File: src/rtl/regfile_sb.sv
// Register file with write-through bypass and a per-register pending-write scoreboard.
// Decode reads and reserves destinations; writeback writes and releases them.
module regfile_sb #(
    parameter int XLEN  = 32,
    parameter int NREGS = 32,
    localparam int AW   = $clog2(NREGS),
    parameter int NRP   = 2,
    parameter int CNTW  = 2
) (
    input  logic                clk,
    input  logic                rst_n,
    input  logic                RegWriteW,
    input  logic [AW-1:0]       RdW,
    input  logic [XLEN-1:0]     ResultW,
    input  logic [NRP*AW-1:0]   RAddrD,
    output logic [NRP*XLEN-1:0] RDataD,
    input  logic [NRP-1:0]      RdEnD,
    input  logic                ReserveD,
    input  logic [AW-1:0]       RdD,
    output logic                ReserveReady,
    input  logic                Flush,
    output logic [NRP-1:0]      HazardD,
    output logic                StallD
);

    localparam logic [CNTW-1:0] CMAX = '1;

    logic [XLEN-1:0] rf_q  [NREGS];
    logic [CNTW-1:0] cnt_q [NREGS];
    logic [CNTW-1:0] cnt_d [NREGS];
    logic            reserve_ev;
    logic            release_ev;

    assign reserve_ev   = ReserveD && (RdD != '0) && (cnt_q[RdD] != CMAX);
    assign release_ev   = RegWriteW && (RdW != '0) && (cnt_q[RdW] != '0);
    assign ReserveReady = (RdD == '0) || (cnt_q[RdD] != CMAX);

    // A reserve and a release on the same register cancel out.
    always_comb begin
        cnt_d[0] = '0;
        for (int r = 1; r < NREGS; r++) begin
            cnt_d[r] = cnt_q[r];
            if (Flush) begin
                cnt_d[r] = '0;
            end else if (reserve_ev && (RdD == AW'(r)) && !(release_ev && (RdW == AW'(r)))) begin
                cnt_d[r] = cnt_q[r] + CNTW'(1);
            end else if (release_ev && (RdW == AW'(r)) && !(reserve_ev && (RdD == AW'(r)))) begin
                cnt_d[r] = cnt_q[r] - CNTW'(1);
            end
        end
    end

    always_ff @(posedge clk or negedge rst_n) begin
        if (!rst_n) begin
            for (int r = 0; r < NREGS; r++) cnt_q[r] <= '0;
        end else begin
            for (int r = 0; r < NREGS; r++) cnt_q[r] <= cnt_d[r];
        end
    end

    always_ff @(posedge clk or negedge rst_n) begin
        if (!rst_n) begin
            for (int r = 0; r < NREGS; r++) rf_q[r] <= '0;
        end else if (RegWriteW && (RdW != '0)) begin
            rf_q[RdW] <= ResultW;
        end
    end

    for (genvar i = 0; i < NRP; i++) begin : g_port
        logic [AW-1:0] addr;
        logic          byp;

        assign addr = RAddrD[i*AW +: AW];
        // Bypass is suppressed in reset so reads stay zero while the array is held clear.
        assign byp  = rst_n && RegWriteW && (RdW == addr);
        assign RDataD[i*XLEN +: XLEN] = (addr == '0) ? '0 : (byp ? ResultW : rf_q[addr]);
        assign HazardD[i] = RdEnD[i] && (addr != '0) && (cnt_q[addr] != '0) &&
                            !(release_ev && (RdW == addr) && (cnt_q[addr] == CNTW'(1)));
    end

    assign StallD = |HazardD;

endmodule

File: config.mk
export PLATFORM = sky130hd
export DESIGN_NAME = regfile_sb
export DESIGN_NICKNAME = d
export VERILOG_FILES = /design/src/rtl/regfile_sb.sv
export SDC_FILE = /design/constraint.sdc
export NUM_CORES = 2
export LEC_CHECK = 0
export CAP_MARGIN = 30
export CORE_UTILIZATION = 30
export DETAILED_ROUTE_END_ITERATION = 8
export SLEW_MARGIN = 20
export SYNTH_ARGS = -nofsm -noshare
export SYNTH_HDL_FRONTEND = slang
export SYNTH_SLANG_ARGS = --single-unit
File: constraint.sdc
create_clock -name clk -period 7.9 [get_ports clk]
set_clock_uncertainty 0.15 [all_clocks]
set_input_delay 1.58 -clock clk [delete_from_list [all_inputs] [get_ports clk]]
set_output_delay 1.58 -clock clk [all_outputs]
set_load 0.1 [all_outputs]
==> impl_metrics.yaml <==
pwr:
  p_per_area_nw_per_um2: 251
  p_int_mw: 12.1
  p_switching_mw: 5.13
  swShare_pct: 29.7
  vdd_ir_drop_max_mv: 0.194
  pwr-share-clk_pct: 33.6
  combPwrFrac_pct: 24.3
  seq_power_share_pct: 42.1
  finalPower_mw: 17.3
  p_leak_nw: 28.6
yosys:
  synth_flop_cell: "dfrtp_1"
  synth_cells: 4055
  yosysTopAreaCellShare_pct: 45.2
  async_reset_ff_share_pct: 100
  ys_ff_latch: 1086
  synth_common_cells: "1086 x dfrtp_1, 935 x mux2_2, 685 x mux4_2"
  yosysSeqAreaShare_pct: 45.2
  synth.most_common_cell: "dfrtp_1"
  yosysTopAreaCell: "dfrtp_1"
  synth.distinct_cells: 58
  syn_nets: 4114
  synth_area_um2: 60100
  avgSynthCellArea_um2: 14.8
  synth.area.top_cells: "dfrtp_1 45%, mux4_2 26%, mux2_2 18%"
  yosys_warnings: 0
  synth_edf_count: 0
timing:
  worstMarginPinSlew_ns: 1.02
  finalSetupViolations: 0
  rsz0062_at_grt: "false"
  tns_ns: 0
  post-route-period-util_pct: 88.3
  drv_slew: 0
  timing.final.hold_violations: 0
  fmax_mhz: 143
  maxSlewHeadroom_pct: 32.2
  fin_crit_ns: 6.98
  fin_ws_ns: 0.924
place:
  dp_hpwl_mm: 111
  gp_congestion: 0.855
  dp.cells: 6512
  postPlaceCellArea_um2: 64500
  pre_cts_ws_ns: 1.12
  place.port_buffers: 126
clock_tree:
  cts.sink_count: 1086
  cts.clk_slew.worst_paths_ns: 0.06
  numCtsBuffers: 113
  cts_tree: "built"
  cts_setup_buffers: 0
  cts-root-buf: "clkbuf_16"
  htree_levels: 3
  ctsResizeCount: 0
  cts-hold-fix-buffers: 0
  insertion_delay_ns: 0.76
  ctsLongestPathBuffers: 3
worst_setup_path:
  crit_type: "in -> out"
  worst-path-max-fanout: 18
  worstSetupEndpointType: "primary output"
  critPathLaunchType: "primary input"
  crit_required_ns: 6.17
  crit_arrival_ns: 5.25
  startpoint: "RdW[1]"
  r2r_start: "cnt_q[19]"
route:
  via_per_inst: 5.66
  wl_mm: 189
  antenna_left: 0
  drcViolationCount: 0
  avgRoutedWirePerCell_um: 28.2
  via_count: 38100
  drt-initial-drc-count: 3449
  drt_first_pass_iters: 5
global_route:
  grt_first_pass_wirelength_mm: 281
  grt-ovfl-total: 0
  grt_usage_pct: 18.7
  grt_pass1_vias: 39300
  grt_max_degree: 188
  antenna_found_initial: 4
cells_and_area:
  stdcell_area_um2: 68700
  fill_cells: 18900
  syn_to_final_growth_pct: 14.3
  nets: 4053
  final_cells: 6725
  antenna_cells: 0
  layout-drive-gt1-share_pct: 50.8
hold_path:
  worstHoldStart: "rf_q[1020]"
  hp-class: "reg -> reg"
flow_run:
  drv_cap: 0
die:
  start_util_pct: 30.3
  ioPinCount: 127
  die_width_um: 450
  die-area_um2: 202000
  die_y_um: 450
  core_um2: 198000
  rows: 163
run_status:
  status: "completed"
==> logic make-up (layout without fill, tap and decap cells) <==
| family | after synthesis | count (layout) | synth area share (%) |
|---|---|---|---|
| DFF | 1086 | 1086 | 45.2 |
| AOI/OAI and AO/OA | 210 | 210 | 2.29 |
| muxes | 1697 | 1697 | 44.5 |
| xor gates and xnor gates | 58 | 58 | 0.964 |
| and+or+nand+nor | 540 | 540 | 3.94 |
| buffers and inverters | 464 | 494 | 3.11 |
==> area by class of cell <==
cell class / instances / area (µm²) / area share [%]
Tap cell: 2640 / 3300 / 4.81
Clock inverter: 46 / 810 / 1.18
Multi-Input combinational cell: 2505 / 31300 / 45.6
Clock buffer: 160 / 3220 / 4.69
Inverter: 13 / 48.8 / 0.0710
Sequential cell: 1086 / 27200 / 39.5
Timing Repair Buffer: 275 / 2850 / 4.15
==> worst max-delay path, stage by stage <==
cell	delay, ns
clkdlybuf4s50_1	0.87
nor2_1	0.79
a21oi_1	0.15
o311ai_0	0.16
o211ai_1	0.49
nor2_1	0.29
nor4b_1	0.09
o22ai_1	0.38
or2_1	0.16
buf_4	0.28
==> cells in the final DEF, fill, tap and decap left out, types with 10 or more instances in the layout <==
cell type,count
clkbuf_8,22
a21oi_1,32
buf_8,17
inv_1,13
xnor2_1,43
buf_16,12
mux2i_1,76
a211oi_1,68
bufinv_16,17
xor2_1,10
clkbuf_1,25
o22ai_1,12
nand2_1,232
buf_12,25
nor2b_1,10
clkdlybuf4s50_1,41
nor3_1,44
nand4_1,10
dfrtp_1,1086
nand2b_1,11
o21ai_0,52
nor2_1,128
buf_4,169
nor4_1,22
clkbuf_16,113
nor2_4,16
clkinv_2,18
nand3_1,13
mux4_2,685
mux2_2,935
==> registers in the layout, summed over array words and instances (netlist names) <==
signal / cells
rf_q: 1024
cnt_q: 62
==> through the flow <==
| step | hold slack [ns] | util [%] |
|---|---|---|
| 6_report | 0.242 | 34.7 |
| 5_1_grt | 0.258 | 34.7 |
| 4_1_cts | 0.247 | 34.6 |
| 3_5_place_dp | 0.232 | 32.5 |
| 3_3_place_gp | 0.226 | 32.3 |
| 2_1_floorplan | 0.291 | - |
==> final timing paths <==
kind                              endpoint  slack, ns  cells after the start
max in group asynchronous        rf_q[884]       4.18                      7
worst min register to register  rf_q[1020]       0.24                      0
worst min-delay path            rf_q[1020]       0.24                      0
worst max register to register    cnt_q[9]       4.74                      8
worst max-delay path                StallD       0.92                     10
min in group asynchronous        cnt_q[51]       0.68                      1
==> routing by layer <==
| layer | GRT usage, % | routed length (µm) | vias to the layer above |
|---|---|---|---|
| met5 | 0 | 0 | - |
| met4 | 6.28 | 6060 | 0 |
| met3 | 2.80 | 11700 | 331 |
| met2 | 29.9 | 90300 | 1355 |
| met1 | 25.9 | 81400 | 20900 |
| li1 | - | - | 15500 |
==> power by group through the flow <==
| stage | registers, mW | logic [mW] | clock network (mW) |
|---|---|---|---|
| global placement | 7.26 | 4.15 | 0 |
| finish | 7.26 | 4.20 | 5.81 |
| floorplan | 7.10 | 3.26 | 0 |
| CTS | 7.24 | 4.24 | 5.93 |
| detailed placement | 7.33 | 4.23 | 0 |
| global route | 7.40 | 4.44 | 6.14 |
Note: power is estimated with default switching activity, not from simulation.
